**config.mk**
```make
export PLATFORM = sky130hd
export DESIGN_NAME = mips_insn_encoder
export DESIGN_NICKNAME = d
export VERILOG_FILES = /design/src/rtl/mips_insn_encoder.sv
export SDC_FILE = /design/constraint.sdc
export NUM_CORES = 1
export LEC_CHECK = 0
export ABC_AREA = 1
export BUFFER_PORTS_ARGS = -buffer_cell sky130_fd_sc_hd__buf_2
export CORE_MARGIN = 4
export CORE_UTILIZATION = 60
export DETAILED_ROUTE_END_ITERATION = 10
export PLACE_DENSITY = 0.84
export SETUP_SLACK_MARGIN = 0.2
export SLEW_MARGIN = 20
export SYNTH_ARGS = -nofsm -noshare
export SYNTH_HDL_FRONTEND = slang
export SYNTH_SLANG_ARGS = --single-unit
```
**constraint.sdc**
```tcl
create_clock -name clk -period 10.4 [get_ports clk]
set_clock_uncertainty 0.2 [all_clocks]
set_input_delay 1.04 -clock clk [delete_from_list [all_inputs] [get_ports clk]]
set_output_delay 1.04 -clock clk [all_outputs]
set_load 0.005 [all_outputs]
```
**src/rtl/mips_insn_encoder.sv**
```systemverilog
// Streaming MIPS instruction encoder: accepts symbolic instructions one at a time,
// encodes them into 32-bit words and writes them sequentially into instruction
// memory starting at BASE_ADDR. Expands `li` into one or two words.
module mips_insn_encoder #(
  parameter logic [31:0] BASE_ADDR = 32'h0000_3000,
  parameter int unsigned IM_AW     = 10
) (
  input  logic             clk,
  input  logic             reset,
  input  logic             in_valid,
  output logic             in_ready,
  input  logic [4:0]       op_id,
  input  logic [4:0]       rs,
  input  logic [4:0]       rt,
  input  logic [4:0]       rd,
  input  logic [4:0]       shamt,
  input  logic [31:0]      imm,
  output logic             im_we,
  output logic [IM_AW-1:0] im_addr,
  output logic [31:0]      im_wdata,
  output logic [31:0]      pc_cur,
  output logic [IM_AW:0]   count,
  output logic             full,
  output logic             err,
  output logic [1:0]       err_code
);

  localparam logic [IM_AW:0] DepthCnt = {1'b1, {IM_AW{1'b0}}};
  localparam logic [IM_AW:0] LastSlot = DepthCnt - 1'b1;

  localparam logic [4:0] OpNop  = 5'd0;
  localparam logic [4:0] OpAddu = 5'd1;
  localparam logic [4:0] OpSubu = 5'd2;
  localparam logic [4:0] OpJr   = 5'd3;
  localparam logic [4:0] OpSll  = 5'd4;
  localparam logic [4:0] OpSlt  = 5'd5;
  localparam logic [4:0] OpJalr = 5'd6;
  localparam logic [4:0] OpOri  = 5'd7;
  localparam logic [4:0] OpLw   = 5'd8;
  localparam logic [4:0] OpSw   = 5'd9;
  localparam logic [4:0] OpBeq  = 5'd10;
  localparam logic [4:0] OpLui  = 5'd11;
  localparam logic [4:0] OpJal  = 5'd12;
  localparam logic [4:0] OpJ    = 5'd13;
  localparam logic [4:0] OpSh   = 5'd14;
  localparam logic [4:0] OpLb   = 5'd15;
  localparam logic [4:0] OpBgtz = 5'd16;
  localparam logic [4:0] OpLi   = 5'd17;

  localparam logic [1:0] ErrNone  = 2'd0;
  localparam logic [1:0] ErrOp    = 2'd1;
  localparam logic [1:0] ErrRange = 2'd2;
  localparam logic [1:0] ErrOvf   = 2'd3;

  typedef enum logic [1:0] {StIdle, StEmit2, StHalt} state_e;

  state_e           state_q, state_d;
  logic             we_q, we_d;
  logic [IM_AW-1:0] addr_q, addr_d;
  logic [31:0]      wdata_q, wdata_d;
  logic [31:0]      pc_q, pc_d;
  logic [IM_AW:0]   count_q, count_d;
  logic             err_q, err_d;
  logic [1:0]       code_q, code_d;
  logic [4:0]       li_rt_q, li_rt_d;
  logic [15:0]      li_lo_q, li_lo_d;

  // Address arithmetic shared by branches and jumps; pc_q is the address of the word
  // about to be written, so the delay-slot base is pc_q + 4.
  logic [31:0] pc_next;
  logic [31:0] br_diff;
  logic        br_range_ok;
  logic        mem_ok;
  logic        jmp_ok;
  logic        align_ok;

  assign pc_next     = pc_q + 32'd4;
  assign br_diff     = imm - pc_next;
  // Offset is br_diff >>> 2; it fits 16 signed bits when bits 31..17 are a sign run.
  assign br_range_ok = (br_diff[31:17] == {15{br_diff[17]}});
  assign mem_ok      = (imm[31:15] == {17{imm[15]}});
  assign jmp_ok      = (imm[31:28] == pc_next[31:28]);
  assign align_ok    = (imm[1:0] == 2'b00);

  logic [31:0] enc_word;
  logic [1:0]  enc_code;
  logic        enc_two;

  // Combinational encoding of the presented fields and field-level error checks.
  always_comb begin
    enc_word = '0;
    enc_code = ErrNone;
    enc_two  = 1'b0;
    case (op_id)
      OpNop:  enc_word = '0;
      OpAddu: enc_word = {6'b000000, rs, rt, rd, 5'b0, 6'b100001};
      OpSubu: enc_word = {6'b000000, rs, rt, rd, 5'b0, 6'b100011};
      OpJr:   enc_word = {6'b000000, rs, 5'b0, 5'b0, 5'b0, 6'b001000};
      OpSll:  enc_word = {6'b000000, 5'b0, rt, rd, shamt, 6'b000000};
      OpSlt:  enc_word = {6'b000000, rs, rt, rd, 5'b0, 6'b101010};
      OpJalr: enc_word = {6'b000000, rs, 5'b0, rd, 5'b0, 6'b001001};
      OpOri:  enc_word = {6'b001101, rs, rt, imm[15:0]};
      OpLui:  enc_word = {6'b001111, 5'b0, rt, imm[15:0]};
      OpLw, OpSw, OpSh, OpLb: begin
        case (op_id)
          OpLw:    enc_word = {6'b100011, rs, rt, imm[15:0]};
          OpSw:    enc_word = {6'b101011, rs, rt, imm[15:0]};
          OpSh:    enc_word = {6'b101001, rs, rt, imm[15:0]};
          default: enc_word = {6'b100000, rs, rt, imm[15:0]};
        endcase
        if (!mem_ok) enc_code = ErrRange;
      end
      OpBeq, OpBgtz: begin
        if (op_id == OpBeq) enc_word = {6'b000100, rs, rt, br_diff[17:2]};
        else                enc_word = {6'b000111, rs, 5'b0, br_diff[17:2]};
        if (!align_ok || !br_range_ok) enc_code = ErrRange;
      end
      OpJ, OpJal: begin
        if (op_id == OpJ) enc_word = {6'b000010, imm[27:2]};
        else              enc_word = {6'b000011, imm[27:2]};
        if (!align_ok || !jmp_ok) enc_code = ErrRange;
      end
      OpLi: begin
        if (imm[31:16] == 16'h0) begin
          enc_word = {6'b001101, 5'b0, rt, imm[15:0]};
        end else begin
          enc_word = {6'b001111, 5'b0, rt, imm[31:16]};
          enc_two  = (imm[15:0] != 16'h0);
        end
      end
      default: enc_code = ErrOp;
    endcase
  end

  assign in_ready = (state_q == StIdle) && !full;

  // Next-state logic: acceptance, write generation, error capture.
  always_comb begin
    state_d = state_q;
    we_d    = 1'b0;
    addr_d  = addr_q;
    wdata_d = wdata_q;
    pc_d    = pc_q;
    count_d = count_q;
    err_d   = err_q;
    code_d  = code_q;
    li_rt_d = li_rt_q;
    li_lo_d = li_lo_q;
    unique case (state_q)
      StIdle: begin
        if (in_valid && full) begin
          err_d   = 1'b1;
          code_d  = ErrOvf;
          state_d = StHalt;
        end else if (in_valid) begin
          if (enc_code != ErrNone) begin
            err_d   = 1'b1;
            code_d  = enc_code;
            state_d = StHalt;
          end else if (enc_two && (count_q == LastSlot)) begin
            // No room for the trailing ori: reject the whole li, write nothing.
            err_d   = 1'b1;
            code_d  = ErrOvf;
            state_d = StHalt;
          end else begin
            we_d    = 1'b1;
            addr_d  = count_q[IM_AW-1:0];
            wdata_d = enc_word;
            pc_d    = pc_next;
            count_d = count_q + 1'b1;
            if (enc_two) begin
              li_rt_d = rt;
              li_lo_d = imm[15:0];
              state_d = StEmit2;
            end
          end
        end
      end
      StEmit2: begin
        we_d    = 1'b1;
        addr_d  = count_q[IM_AW-1:0];
        wdata_d = {6'b001101, li_rt_q, li_rt_q, li_lo_q};
        pc_d    = pc_next;
        count_d = count_q + 1'b1;
        state_d = StIdle;
      end
      StHalt: state_d = StHalt;
      default: state_d = StHalt;
    endcase
  end

  // State and output registers with synchronous reset.
  always_ff @(posedge clk) begin
    if (reset) begin
      state_q <= StIdle;
      we_q    <= 1'b0;
      addr_q  <= '0;
      wdata_q <= '0;
      pc_q    <= BASE_ADDR;
      count_q <= '0;
      err_q   <= 1'b0;
      code_q  <= ErrNone;
      li_rt_q <= '0;
      li_lo_q <= '0;
    end else begin
      state_q <= state_d;
      we_q    <= we_d;
      addr_q  <= addr_d;
      wdata_q <= wdata_d;
      pc_q    <= pc_d;
      count_q <= count_d;
      err_q   <= err_d;
      code_q  <= code_d;
      li_rt_q <= li_rt_d;
      li_lo_q <= li_lo_d;
    end
  end

  assign im_we    = we_q;
  assign im_addr  = addr_q;
  assign im_wdata = wdata_q;
  assign pc_cur   = pc_q;
  assign count    = count_q;
  assign full     = (count_q == DepthCnt);
  assign err      = err_q;
  assign err_code = code_q;

endmodule

```
==> implementation parameters <==
Parameter                              Value

STA
  Slew Limit Headroom ... 0.237
  Total setup violations reported at the end of the flow ... 0
  Max-slew violation total from the final report ... 0
  Unrepaired setup endpoints after global routing ... false
  Final cycle utilization of the critical path ... 0.696
  Final-report hold violation count ... 0
  Minimum period implied by the final worst setup slack ... ~7.2 ns
  Setup TNS ... 0 ns
  Slew of the pin with the lowest slew margin ... around 1.1 ns
  Max Fclk ... 0.138 GHz

Worst setup path
  Critical path's slowest cell ... sky130_fd_sc_hd__nor2_2
  Worst setup EP type ... register
  CP most frequent cell ... sky130_fd_sc_hd__nand2_1
  Startpoint of the worst setup timing path ... pc_cur[3]
  Number of stages on the worst setup path ... 31
  CP bufs+invs ... 3
  Required time of the critical path ... about 10 ns
  Gate family responsible for the most delay along the worst path ... simple AND/OR/NAND/NOR gates
  Critical Setup Path Class ... register to register
  Worst-path maximum fanout ... 44
  Critical path launch point type ... register
  Largest stage delay, worst path ... roughly 0.56 ns
  Start of the worst register-to-register path ... pc_cur[3]
  Arrival time at the worst endpoint ... 7.29 ns
  R2R cell count ... 31

Layout
  Number of fillers in the final layout ... 1397
  Final core occ ... 0.682
  Share of cells above drive strength 1 ... 0.115
  Nets@finish ... approximately 1700
  Area grow syn2layout ... 12.0%

Routing
  DRC violation count after routing ... 0
  Average vias per placed instance ... slightly below 6
  Total wire length ... 31000 µm
  Wire per inst ... between 15 and 20 µm
  Starting DRC count in detailed routing ... between 1000 and 1500
  Iteration count of the initial detailed-routing pass ... 6
  Remaining antenna violation count after routing ... 0
  Total number of vias ... around 11000

Logic synthesis
  Flip-flop and latch count after synthesis ... around 110
  Top cell type's share of synthesized area ... 0.248
  Number of warnings printed during yosys synthesis ... 0
  Cell Area, Synth ... 0.00882 mm²
  Flip-flop cell with the highest count after synthesis ... sky130_fd_sc_hd__dfxtp_1
  Cells after Synth ... between 1500 and 2000
  Distinct cells, synth ... between 40 and 50
  Share of synthesized area occupied by flip-flops and latches ... 0.248
  Mean Syn Cell Area ... roughly 5.8 µm²
  Synth async-reset ratio ... 0
  Top post-synthesis cells by area ... sky130_fd_sc_hd__dfxtp_1 (25%), sky130_fd_sc_hd__nand2_1 (18%), sky130_fd_sc_hd__nor2_1 (11%), sky130_fd_sc_hd__inv_1 (7.7%), sky130_fd_sc_hd__nand3_1 (7.1%)
  Number of flops mapped to enable cells by yosys ... 0
  Cell accounting for the most synthesized area ... sky130_fd_sc_hd__dfxtp_1

Clock network
  Buffers from clock root to sink, at most ... 2
  TritonCTS buffer count ... 9
  Post-cts sizing count ... 0
  H-Tree Level Count ... 3
  Number of buffers inserted for hold repair after clock tree synthesis ... 0
  Root Driver ... sky130_fd_sc_hd__clkbuf_16
  # clock sinks ... 109
  Register clock-pin slew on the reported worst setup and hold paths ... about 0.080 ns
  Worst-Skew Late Latency ... around 0.36 ns
  Clock tree from TritonCTS ... done
  Number of setup buffers added after CTS ... 0

Die
  Core Box Area ... roughly 0.014 mm²
  Die W ... 129 µm
  Number of primary I/O pins ... about 150
  Die outline height ... between 100 and 150 µm
  Initial Utilization ... 0.609
  Cell Rows ... 44
  Area of the die ... 0.0167 mm²

Pwr
  Leakage power summed over all cells ... ~5.2 nW
  Switching power of the nets ... 0.479 mW
  Internal power contribution ... between 0.7 and 0.8 mW
  Worst vdd ir ... between 0.08 and 0.09 mV
  Sequential Power Share ... 0.382
  Portion of total power attributed to combinational logic ... 0.331
  Clk network pwr share ... 0.286
  PD cells ... 125 mW/mm²
  Sum of internal, switching and leakage power ... ~1.2 mW
  Fraction of power spent switching nets ... 0.387

Min path
  Cell count of the worst hold path ... 2
  Startpoint of the tightest hold check path ... err
  Class of the worst hold path ... register to register

Place
  I/O Buffers ... 147
  Placer's final routability congestion estimate ... 1.03
  Half-perimeter wire length after detailed placement ... 23600 µm

Run
  Max-capacitance violation count ... 0

GRT
  Maximum number of pins on one net before global-route repair ... 86
  Number of antenna violations at the first check in global routing ... 0
  Global-route wire length before repair ... ~48000 µm
  GRT Util Overall ... 0.361
  GRT Residual Overflow ... 0
  Vias in the first global route ... slightly below 10000

Outcome
  Status ... completed
-- kinds of logic after synthesis --
logic type	share of synthesized area
compound gates	0.107
xor+xnor	0.0288
fa+ha+maj	0.0335
buf+inv	0.108
flops	0.248
other cells	0.000425
simple gates	0.475
-- worst register-to-register path: cells and delay by family (launching register included) --
| kind | cells | cell delay (ns) |
|---|---|---|
| and+or+nand+nor | 24 | 4.39 |
| buffers and inverters | 3 | 0.97 |
| adders and majority gates | 2 | 0.60 |
| DFF | 1 | 0.39 |
| AOI/OAI and AO/OA | 1 | 0.33 |
| xor gates and xnor gates | 1 | 0.21 |
-- worst paths after layout --
path	slack (ns)	end
max	3.16	li_lo_q[9]
min	0.26	err
max reg2reg	3.16	li_lo_q[9]
min reg2reg	0.26	err
-- power by group through the flow --
stage                     registers [mW]  clock network (mW)  logic [mW]
after floorplan                    0.477                   0       0.272
after global placement             0.481                   0       0.395
after detailed placement           0.481                   0       0.399
after CTS                          0.471               0.355       0.402
after global routing               0.475               0.369       0.460
final                              0.473               0.355       0.410
-- cell usage in the layout, fill, tap and decap left out, types with 26 or more instances in the layout --
cell                         n
sky130_fd_sc_hd__a21oi_1    72
sky130_fd_sc_hd__nand2_1   433
sky130_fd_sc_hd__o21ai_0    43
sky130_fd_sc_hd__nor3_1     29
sky130_fd_sc_hd__nand3b_1   44
sky130_fd_sc_hd__nand4_1    38
sky130_fd_sc_hd__dfxtp_1   109
sky130_fd_sc_hd__inv_1     180
sky130_fd_sc_hd__nand3_1   125
sky130_fd_sc_hd__buf_2     147
sky130_fd_sc_hd__nor2_1    268
sky130_fd_sc_hd__xor2_1     26
-- per-layer routing --
metal	GRT usage	share of wire	routed length [µm]
met4	0.146	0.038	1170
met3	0.0688	0.10	3220
met5	0	0	0
met1	0.465	0.40	12300
met2	0.595	0.46	14300
-- area by class of cell --
| type | instances | area, µm² | share of cell area |
|---|---|---|---|
| clock buffers | 9 | 225 | 0.0228 |
| inverters | 186 | 698 | 0.0707 |
| clock inverters | 7 | 76.3 | 0.00773 |
| repair buffers | 152 | 773 | 0.0783 |
| flip-flops and latches | 109 | 2180 | 0.221 |
| diodes | 1 | 2.50 | 0.000253 |
| well taps | 184 | 230 | 0.0233 |
| multi-input cells | 1185 | 5690 | 0.576 |
-- metrics by stage --
| step | instances | setup slack (ns) | hold WS (ns) | cell area (µm²) |
|---|---|---|---|---|
| detailed placement | 1816 | 3.37 | 0.243 | 9570 |
| CTS | 1832 | 3.34 | 0.256 | 9870 |
| floorplan | 1535 | 5.71 | 0.242 | 8820 |
| global placement | 1816 | 3.67 | 0.242 | 9570 |
| global route | 1832 | 2.43 | 0.288 | 9870 |
| finish | 1833 | 3.16 | 0.256 | 9880 |
-- synth_stat cells, drive strengths merged, types with 8 or more instances --
| master | number |
|---|---|
| nand2 | 438 |
| nor2 | 276 |
| inv | 185 |
| nand3 | 125 |
| dfxtp | 109 |
| a21oi | 72 |
| nand3b | 44 |
| o21ai | 44 |
| nand4 | 39 |
| clkbuf | 34 |
| nor3 | 29 |
| xor2 | 26 |
| ha | 22 |
| buf | 21 |
| nor4 | 13 |
| a22oi | 11 |
| o22ai | 8 |
-- sequential cells by signal (all words and copies together) (netlist names) --
| name | cells |
|---|---|
| im_addr | 10 |
| state_q | 2 |
| li_lo_q | 16 |
| err_code | 2 |
| im_we | 1 |
| li_rt_q | 5 |
| count | 11 |
| pc_cur | 30 |
| im_wdata | 31 |
| err | 1 |
No activity file was read; power rests on OpenSTA's default activity.
